===== src/rtl/regfile_sb.sv =====
// Register file with two combinational read ports, one write port and a
// per-register pending scoreboard. Define REGFILE_BYPASS_EN for write-first reads.
module regfile_sb #(
    parameter int DATA_W  = 8,
    parameter int ADDR_W  = 4,
    parameter int ZERO_R0 = 0
) (
    input  logic              CLK,
    input  logic              RST,
    input  logic [ADDR_W-1:0] A,
    input  logic [ADDR_W-1:0] B,
    output logic [DATA_W-1:0] QA,
    output logic [DATA_W-1:0] QB,
    input  logic [ADDR_W-1:0] W,
    input  logic [DATA_W-1:0] DATA,
    input  logic              Write,
    input  logic              RSV,
    input  logic [ADDR_W-1:0] RSV_ADDR,
    output logic              PA,
    output logic              PB,
    output logic              STALL,
    output logic [ADDR_W:0]   PEND_CNT,
    output logic              RSV_ERR
);
    localparam int DEPTH = 1 << ADDR_W;

    logic [DEPTH-1:0][DATA_W-1:0] mem;
    logic [DEPTH-1:0]             pend, pend_nxt;
    logic [ADDR_W:0]              cnt, cnt_nxt;
    logic                         err, err_nxt;
    logic                         wr_en, rsv_en, set_inc, clr_dec;

    // Register 0 is inert when hard-wired to zero: writes and reserves drop.
    assign wr_en  = Write && !((ZERO_R0 != 0) && (W == '0));
    assign rsv_en = RSV && !((ZERO_R0 != 0) && (RSV_ADDR == '0));

    // Only one set and one clear per cycle, so the count moves by at most one.
    assign set_inc = rsv_en && !pend[RSV_ADDR];
    assign clr_dec = wr_en && pend[W] && !(rsv_en && (RSV_ADDR == W));
    assign err_nxt = rsv_en && pend[RSV_ADDR] && !(wr_en && (W == RSV_ADDR));

    always_comb begin
        pend_nxt = pend;
        if (wr_en)  pend_nxt[W]        = 1'b0;
        if (rsv_en) pend_nxt[RSV_ADDR] = 1'b1;
    end

    always_comb begin
        cnt_nxt = cnt;
        if (set_inc && !clr_dec)      cnt_nxt = cnt + 1'b1;
        else if (clr_dec && !set_inc) cnt_nxt = cnt - 1'b1;
    end

    always_ff @(posedge CLK or negedge RST) begin
        if (!RST) begin
            mem  <= '0;
            pend <= '0;
            cnt  <= '0;
            err  <= 1'b0;
        end else begin
            if (wr_en) mem[W] <= DATA;
            pend <= pend_nxt;
            cnt  <= cnt_nxt;
            err  <= err_nxt;
        end
    end

    logic [1:0][ADDR_W-1:0] raddr;
    logic [1:0][DATA_W-1:0] rdata;
    logic [1:0]             rpend;

    assign raddr = {B, A};

    always_comb begin
        rdata = '0;
        rpend = '0;
        for (int p = 0; p < 2; p++) begin
            rdata[p] = mem[raddr[p]];
            rpend[p] = pend[raddr[p]];
`ifdef REGFILE_BYPASS_EN
            // Gated by RST so the ports stay at zero while reset is held.
            if (RST && wr_en && (W == raddr[p])) begin
                rdata[p] = DATA;
                rpend[p] = rsv_en && (RSV_ADDR == raddr[p]);
            end
`endif
            if ((ZERO_R0 != 0) && (raddr[p] == '0)) begin
                rdata[p] = '0;
                rpend[p] = 1'b0;
            end
        end
    end

    assign QA       = rdata[0];
    assign QB       = rdata[1];
    assign PA       = rpend[0];
    assign PB       = rpend[1];
    assign STALL    = rpend[0] | rpend[1];
    assign PEND_CNT = cnt;
    assign RSV_ERR  = err;

endmodule


===== config.mk =====
export PLATFORM = sky130hd
export DESIGN_NAME = regfile_sb
export DESIGN_NICKNAME = d
export VERILOG_FILES = /design/src/rtl/regfile_sb.sv
export SDC_FILE = /design/constraint.sdc
export NUM_CORES = 1
export LEC_CHECK = 0
export BUFFER_PORTS_ARGS = -buffer_cell sky130_fd_sc_hd__buf_4
export CAP_MARGIN = 40
export CORE_MARGIN = 2
export CORE_UTILIZATION = 40
export DETAILED_ROUTE_END_ITERATION = 10
export PLACE_DENSITY = 0.6
export SETUP_SLACK_MARGIN = 0.05
export SYNTH_ARGS = -nofsm -noshare
export SYNTH_HDL_FRONTEND = slang
export SYNTH_SLANG_ARGS = --single-unit

===== constraint.sdc =====
create_clock -name CLK -period 5.92 [get_ports CLK]
set_input_delay 0.592 -clock CLK [delete_from_list [all_inputs] [get_ports CLK]]
set_output_delay 0.592 -clock CLK [all_outputs]
set_load 0.1 [all_outputs]

* After elaboration in Yosys (flattened, before gate mapping)
Index checks and enable logic that the tools add are counted.
** Word-level totals
- Bits in registers :: 150
- Input bits :: 28
- Output and inout port bits :: 25
** Operators by class
- Add/sub/neg operators :: 2
- Order comparisons :: 6
- Eq/ne operators :: 2
- Mux-type cells :: 23
- Bitwise operators :: 4
- Reduce and logical (&&, ||, !) cells :: 17
** Operators by type and width (number)
- $bwmux 128 :: 1
- $bmux 8 s4 :: 2
- $demux 8 s4 :: 1
- $mux 16 :: 2
- $mux 8 :: 3
- $lt 4x5->1 const B :: 4
- $and 16x16->16 :: 1
- $bmux 1 s4 :: 4
- $not 16->16 :: 1
- $or 16x16->16 :: 1
- $logic_and 1x1->1 :: 11
- $mux 5 :: 2
- $demux 1 s4 :: 2
- $eq 4x4->1 :: 2
- $ge 4x1->1 const B :: 2
- $mux 1 :: 6
- $add 5x1->5 const B :: 1
- $logic_not 1->1 :: 5
- $sub 5x1->5 const B :: 1
- $reduce_bool 2->1 :: 1
- $or 1x1->1 :: 1

* Logic depth before layout (Yosys ltp)
Gate-level depths: netlist of run 1.
- Depth after elaboration :: 9
- Depth in mapped cells :: 13
- Depth with buffers taken out :: 12

* Least setup slack after synthesis of run 1
No wires, ideal clock.
- Kind :: input -> output
- Start :: in A[0]
- End :: out STALL
- Data arrival time :: 3.562 ns
- Data required time :: 5.328 ns
- Path slack :: 1.766 ns
- Cell stages on the path :: 6
- Buffers on the path :: 1
- Path through :: buf_6 > mux4_2 > nor2b_1 > a211oi_1 > a21oi_1 > or2_1
** On the way
- Longest elaborated chain between the ends :: 3
** Ends and longest elaborated chain
- from (decl) :: line 10 : input logic [ADDR_W-1:0] A,
- $bmux 1 s4 :: line 79 : rpend[p] = pend[raddr[p]];
- $mux 1 (not written as such) :: line 79
- named net PA :: line 19 : output logic PA,
- $or 1x1->1 :: line 98 : assign STALL = rpend[0] | rpend[1];
- to (decl) :: line 21 : output logic STALL,
The timed path passes the listed nets, and every way through them passes these cells. The select of a mux whose other input is x is not followed.

* Worst setup path after layout of run 1
- Start :: in A[0]
- End :: out STALL
** On the way
- Longest elaborated chain between the ends :: 3
** Ends and longest elaborated chain (line)
- $bmux 1 s4 :: 79
- $mux 1 (not written as such) :: 79
- $or 1x1->1 :: 98
No other way between the ends. The select of a mux whose other input is x is not followed.

==> results of run 1 <==
per-layer routing:
| layer | up-vias | part of all wire, % | routed length, µm | global-route usage (%) |
|---|---|---|---|---|
| met2 | 189 | 50 | 10800 | 33.1 |
| li1 | 2207 | - | - | - |
| met5 | - | 0 | 0 | 0 |
| met3 | 36 | 5.3 | 1140 | 3.82 |
| met4 | 0 | 2.9 | 619 | 7.66 |
| met1 | 2822 | 41 | 8890 | 25.9 |
layout make-up:
cell class,instances,area (µm²)
flip-flops and latches,150,3750
clock inverters,13,179
clock buffers,19,453
fillers,1832,11300
well taps,275,344
inverters,6,22.5
repair buffers,55,424
multi-input cells,335,4560
state kept, by name (all words and copies together) (netlist names):
name / count
pend: 16
RSV_ERR: 1
PEND_CNT: 5
mem: 128
cell usage after synthesis (all sizes together) (6+ instances only):
cell type	count
dfrtp	150
mux2	128
mux4	96
clkbuf	24
buf	22
o21ai	20
nor2	14
nand2	11
nand2b	7
inv	6
nand3	6
nor2b	6
kinds of logic (layout without fill, tap and decap cells):
| logic type | count (synthesis) | in the layout | share of synthesized area (%) |
|---|---|---|---|
| mux | 229 | 229 | 45.2 |
| flops | 150 | 150 | 43.6 |
| buf+inv | 52 | 93 | 3.33 |
| fa+ha+maj | 6 | 6 | 0.960 |
| xor+xnor | 8 | 8 | 0.815 |
| simple gates | 55 | 55 | 3.48 |
| compound gates | 37 | 37 | 2.59 |
worst register-to-register path, cell delays in order, from the launching register on:
cell and delay (ns):
dfrtp_1 0.43, mux4_2 0.47, nor2b_1 0.14, a211oi_1 0.21, a21oi_1 0.06, nand3_1 0.09
ha_1 0.22, inv_1 0.13, ha_1 0.31, a21o_1 0.18, a21oi_1 0.17, mux2i_1 0.23
xnor2_1 0.14
how the worst max path moves through the flow:
stage | slack, ns | end | depth (start not counted)
after floorplan | 1.77 | STALL | 6
after global placement | 2.66 | STALL | 7
after detailed placement | 2.65 | STALL | 7
after CTS | 2.67 | STALL | 7
after global routing | 2.59 | STALL | 7
final | 2.68 | STALL | 7
per-stage QoR:
stage	util [%]	power, µW	setup slack [ns]	hold WS, ns	area, µm²
after floorplan	-	2500	1.77	0.296	8600
after detailed placement	43.2	2820	2.65	0.489	9110
after global placement	43.1	2760	2.66	0.467	9080
after global routing	46.2	4130	2.59	0.291	9740
after CTS	46.2	3980	2.67	0.261	9740
final	46.2	3950	2.68	0.238	9740
cells in the final DEF, fill, tap and decap left out, types with 4 or more instances in the layout:
| master | count |
|---|---|
| clkbuf_16 | 17 |
| bufinv_16 | 4 |
| inv_1 | 6 |
| nor2_2 | 8 |
| nor2_1 | 6 |
| nor2b_1 | 5 |
| buf_4 | 52 |
| clkinvlp_4 | 4 |
| xor2_1 | 5 |
| dfrtp_1 | 150 |
| clkinv_2 | 4 |
| mux4_2 | 34 |
| nand3b_1 | 4 |
| mux4_1 | 62 |
| mux2i_1 | 5 |
| nand2_1 | 11 |
| ha_1 | 5 |
| nand3_1 | 6 |
| nand2b_1 | 7 |
| mux2_2 | 128 |
| a21oi_1 | 5 |
| o21ai_0 | 20 |
power breakdown:
part	leakage (µW)	internal, µW	switching [µW]
clock	0.000301	725	430
combinational	0.00204	579	755
sequential	0.00183	1270	186
total	0.00418	2580	1370
==> key figures, run 1 <==
Power
  • Leak pwr: approximately 0.0042 µW
  • Maximum vdd drop: ~0.00021 V
  • Pwr/cell area: 406 nW/µm²

Die
  • Die area: 22,700 µm²
  • Core Area: 21,100 µm²
  • I/O pin cnt: 53
  • Die Y: 151 µm
  • Die X: 151 µm
  • FP Rows: 53
  • Starting Density: 40.8%

Critical path
  • Crit path launch type: input port
  • FF-to-FF setup slack: roughly 3.1 ns
  • Required time of the critical path: 5.33 ns
  • Cell mode on critical path: buf_4
  • CP bufs+invs: 2
  • Top delay family on crit path: buffers and inverters
  • CP Cell Sequence: buf_4 > mux4_2 > nor2b_1 > a211oi_1 > a21oi_1 > or2_1 > buf_4
  • Crit. Startpoint: A[0]
  • Worst r2r path cells: 12
  • Setup Crit Path Kind: input port to output pin
  • Worst path max stage delay: 0.57 ns
  • Critical path fanouts, max: 36
  • Crit path capture type: output pin
  • Worst EP arrival: 2.65 ns
  • Crit Reg-Reg Endpoint: PEND_CNT[4]
  • Critical Path Slowest Stage Cell: mux4_2
  • Reg2reg start: pend[3]

Timing
  • RSZ-0062 raised after global routing: no
  • Clock skew: 0.00815 ns
  • Period utilization: a little over half
  • Worst rel slew slack: ~43%
  • Slew @ Worst Pin: 0.854 ns
  • Final-report setup violation count: 0
  • Final TNS setup: 0 ns
  • Slew Limit Fails: 0
  • Final Hold Fails: 0
  • Fmax: between 300 and 400 MHz
  • Minimum clock period: 3.24 ns

Final layout
  • Share of cells above drive strength 1: 44.6%
  • # diodes: 0
  • Finished Layout Cells: 853
  • Nets: 599
  • Layout Area Growth over Synthesis: 13.2%

Place
  • Gpl congestion: 0.827
  • Port bufs: 52
  • Dpl hpwl: 13,300 µm
  • Placed cells: roughly 820

Global route
  • GRT Resource Usage Total: 19.9%
  • Largest net degree at the start of global routing: just under 90
  • First-pass GRT wire length: roughly 33,000 µm
  • Initial antenna violation count: 0
  • Vias in the first global route: 5,466
  • Congestion Overflow GR: 0

CTS
  • Clk buf depth: 2
  • Hold_buf cts: 0
  • Post CTS Setup Buffer Count: 0
  • Cells resized by post-CTS repair: 0
  • TritonCTS clock tree: done
  • Clock tree sinks: 150
  • CTS Root Cell: clkbuf_16
  • H-tree depth: 4
  • Clk pin slew, worst setup/hold paths: 0.06 ns
  • Clock Latency Late Sink: between 0.4 and 0.5 ns
  • Num CTS Buffers: 17

Routing
  • Via density: 6.16
  • DRC errors left: 0
  • Vias post-DR: 5,254
  • DR iter-0 viols: 373
  • DRT Wirelength: 21,500 µm
  • Wire per inst: 25.2 µm
  • DRT Pass-1 Iters: 5
  • Post-DRT Antenna Nets: 0

Run status
  • Status: finished clean

Logic synthesis
  • Area leader, netlist: dfrtp_1
  • Top cell type's share of synthesized area: 43.6%
  • Number of synthesized flops with an enable pin: 0
  • Post-synth top flop: dfrtp_1
  • Cell variety after synth: 36
  • Number of synthesized register bits: 150
  • Syn Nets: 571
  • Fraction of registers with async set or reset after synthesis: 100%
  • Yosys warning count: 0
  • Post-synthesis instance total: 537
  • Mapped Area: 8600 µm²
  • Sequential-to-total area share from yosys stat: 43.6%
  • Synth area leaders: dfrtp_1 44%, mux4_1 19%, mux2_2 17%, mux4_2 8.9%, o21ai_0 1.2%
  • Synth Area per Inst: 16.0 µm²

Flow run
  • Max cap viols: 0

Min path
  • Worst Hold Class: input port to asynchronous set/reset pin
No activity file was read; power rests on OpenSTA's default activity.
==> run 2: changes to the inputs <==
- ABC_AREA: unset -> 1
- clock period: 5.92 -> 3.2 ns (I/O delays scaled with it)
==> key figures, run 2 <==
Run status
  • Status: finished clean

Global route
  • Largest net degree at the start of global routing: 95
  • First-pass GRT wire length: 45,700 µm
  • Congestion Overflow GR: 0
  • Vias in the first global route: around 8,000
  • GRT Resource Usage Total: 25.5%
  • Initial antenna violation count: 0

Timing
  • Final Hold Fails: 0
  • RSZ-0062 raised after global routing: no
  • Slew Limit Fails: 0
  • Final-report setup violation count: 0
  • Clock skew: 0.00713 ns
  • Period utilization: 75.4%
  • Fmax: 414 MHz
  • Minimum clock period: 2.41 ns
  • Final TNS setup: 0 ns
  • Worst rel slew slack: 47.6%
  • Slew @ Worst Pin: 0.785 ns

Power
  • P_sw: 2680 µW
  • Pwr/cell area: ~690 nW/µm²
  • Combinational power share: 30.7%
  • Int Pwr: 4130 µW
  • Maximum vdd drop: 0.000400 V
  • Leak pwr: 0.00452 µW
  • Seq pwr share: 38.1%
  • Clock Power Share: 31.2%
  • Switching Share: 39.4%

Die
  • I/O pin cnt: 53
  • Die X: 152 µm
  • Die Y: 152 µm
  • FP Rows: 54
  • Starting Density: 40.5%
  • Die area: 23,100 µm²
  • Core Area: 21,600 µm²

Logic synthesis
  • Synth Area per Inst: 7.27 µm²
  • Post-synth top flop: dfrtp_1
  • Number of synthesized register bits: 150
  • Yosys warning count: 0
  • Cell variety after synth: 27
  • Most common library cells after synthesis: 268 x nand2_1, 177 x o21ai_0, 150 x dfrtp_1
  • Cell with the most instances after synthesis: nand2_1
  • Top cell type's share of synthesized area: 42.9%
  • Syn Nets: ~1,200
  • Number of synthesized flops with an enable pin: 0
  • Fraction of registers with async set or reset after synthesis: 100%
  • Mapped Area: 8750 µm²
  • Area leader, netlist: dfrtp_1
  • Sequential-to-total area share from yosys stat: 42.9%
  • Post-synthesis instance total: between 1,000 and 1,500
  • Synth area leaders: dfrtp_1 43%, nand2_1 11%, o21ai_0 10%, nand3_1 8.1%, a21oi_1 5.5%

Place
  • DP Area: slightly above 9000 µm²
  • Port bufs: 52
  • Gpl congestion: 0.883
  • Dpl hpwl: 18,700 µm

Min path
  • Worst Hold Class: input port to flip-flop

Routing
  • DRT Pass-1 Iters: 6
  • Wire per inst: about 19 µm
  • DRT Wirelength: 29,200 µm
  • Post-DRT Antenna Nets: 0
  • Via density: 5.60
  • DRC errors left: 0
  • Vias post-DR: 8,379
  • DR iter-0 viols: 919

Final layout
  • Most frequent cells in the layout: 268 x nand2_1, 177 x o21ai_0, 150 x dfrtp_1, 141 x nand3_1, 116 x inv_1
  • Largest register FFs: 128
  • Largest register by flop count: mem
  • Layout Area Growth over Synthesis: 12.9%
  • Nets: between 1,000 and 1,500
  • Most common cell after layout, fill and taps aside: nand2_1
  • Share of cells above drive strength 1: 9.86%
  • Fin area: 9880 µm²
  • # diodes: 0

CTS
  • Clock tree sinks: 150
  • Post CTS Setup Buffer Count: 0
  • TritonCTS clock tree: done
  • Clk pin slew, worst setup/hold paths: 0.07 ns
  • Clk buf depth: 2
  • Num CTS Buffers: 17
  • H-tree depth: 4
  • CTS Root Cell: clkbuf_16
  • Clock Latency Late Sink: about 0.44 ns
  • Cells resized by post-CTS repair: 0

Critical path
  • Crit path capture type: output pin
  • Critical path fanouts, max: 38
  • Worst EP arrival: 2.09 ns
  • Crit path launch type: input port
  • Required time of the critical path: 2.88 ns
  • Setup Crit Path Kind: input port to output pin

Flow run
  • Max cap viols: 0
## run 2: final timing paths
path                         start           to  slack, ns  depth (start not counted)
hold reg to reg             mem[2]       mem[2]       0.50                          2
hold / removal                 RSV      RSV_ERR       0.16                          3
max in group asynchronous      RST      mem[16]       1.93                          3
setup reg to reg           pend[3]  PEND_CNT[4]       0.80                         17
setup / recovery              B[0]        QB[6]       0.79                          8
min in group asynchronous      RST  PEND_CNT[3]       0.45                          2
## run 2: cell type report
class | instances | area, µm²
Tap cell | 280 | 350
Fill cell | 2194 | 11700
Clock inverter | 15 | 186
Inverter | 129 | 484
Sequential cell | 150 | 3750
Clock buffer | 17 | 425
Timing Repair Buffer | 64 | 537
Multi-Input combinational cell | 842 | 4140
## run 2: layer usage
| layer | routed length (µm) | up-vias | GRT usage (%) |
|---|---|---|---|
| li1 | - | 4028 | - |
| met1 | 13000 | 3945 | 36.9 |
| met2 | 12700 | 354 | 37.9 |
| met3 | 2560 | 52 | 5.13 |
| met4 | 903 | 0 | 9.57 |
| met5 | 0 | - | 0 |
## run 2: logic make-up (layout without fill, tap and decap cells)
family          Yosys count  after routing  synth area share, %
buf+inv                 212            225                 9.78
xor+xnor                  8              8                0.801
compound gates          367            367                 22.6
flops                   150            150                 42.9
simple gates            461            461                 23.0
fa+ha+maj                 6              6                0.944
## run 2: critical path: stages
cell,delay [ns]
buf_4,0.35
inv_1,0.45
a21oi_1,0.23
o21ai_0,0.10
nand3_1,0.10
nand3_1,0.06
nand2_1,0.14
buf_4,0.32
## run 2: repair_timing
item,4_1_cts,5_1_grt
endpoints found under the setup margin,0,0
hold endpoints to repair,68,0
hold buffers,1,0
## run 2: through the flow
step                      hold WS, ns  total power (µW)  instances  setup slack (ns)  utilization [%]
after floorplan                0.0244              4130       1204             0.381                -
after global placement          0.402              4650       1464             0.799             42.8
after detailed placement        0.407              4690       1464             0.771             42.8
after CTS                       0.151              6820       1497             0.823             45.7
after global routing            0.160              7190       1497             0.594             45.7
final                           0.161              6810       1497             0.787             45.7
## run 2: power groups by stage
stage / Clock (µW) / Sequential (µW) / Combinational [µW]
after global routing: 2240 / 2650 / 2310
final: 2130 / 2590 / 2090
after global placement: 0 / 2600 / 2040
after floorplan: 0 / 2780 / 1350
after CTS: 2150 / 2590 / 2090
after detailed placement: 0 / 2620 / 2070
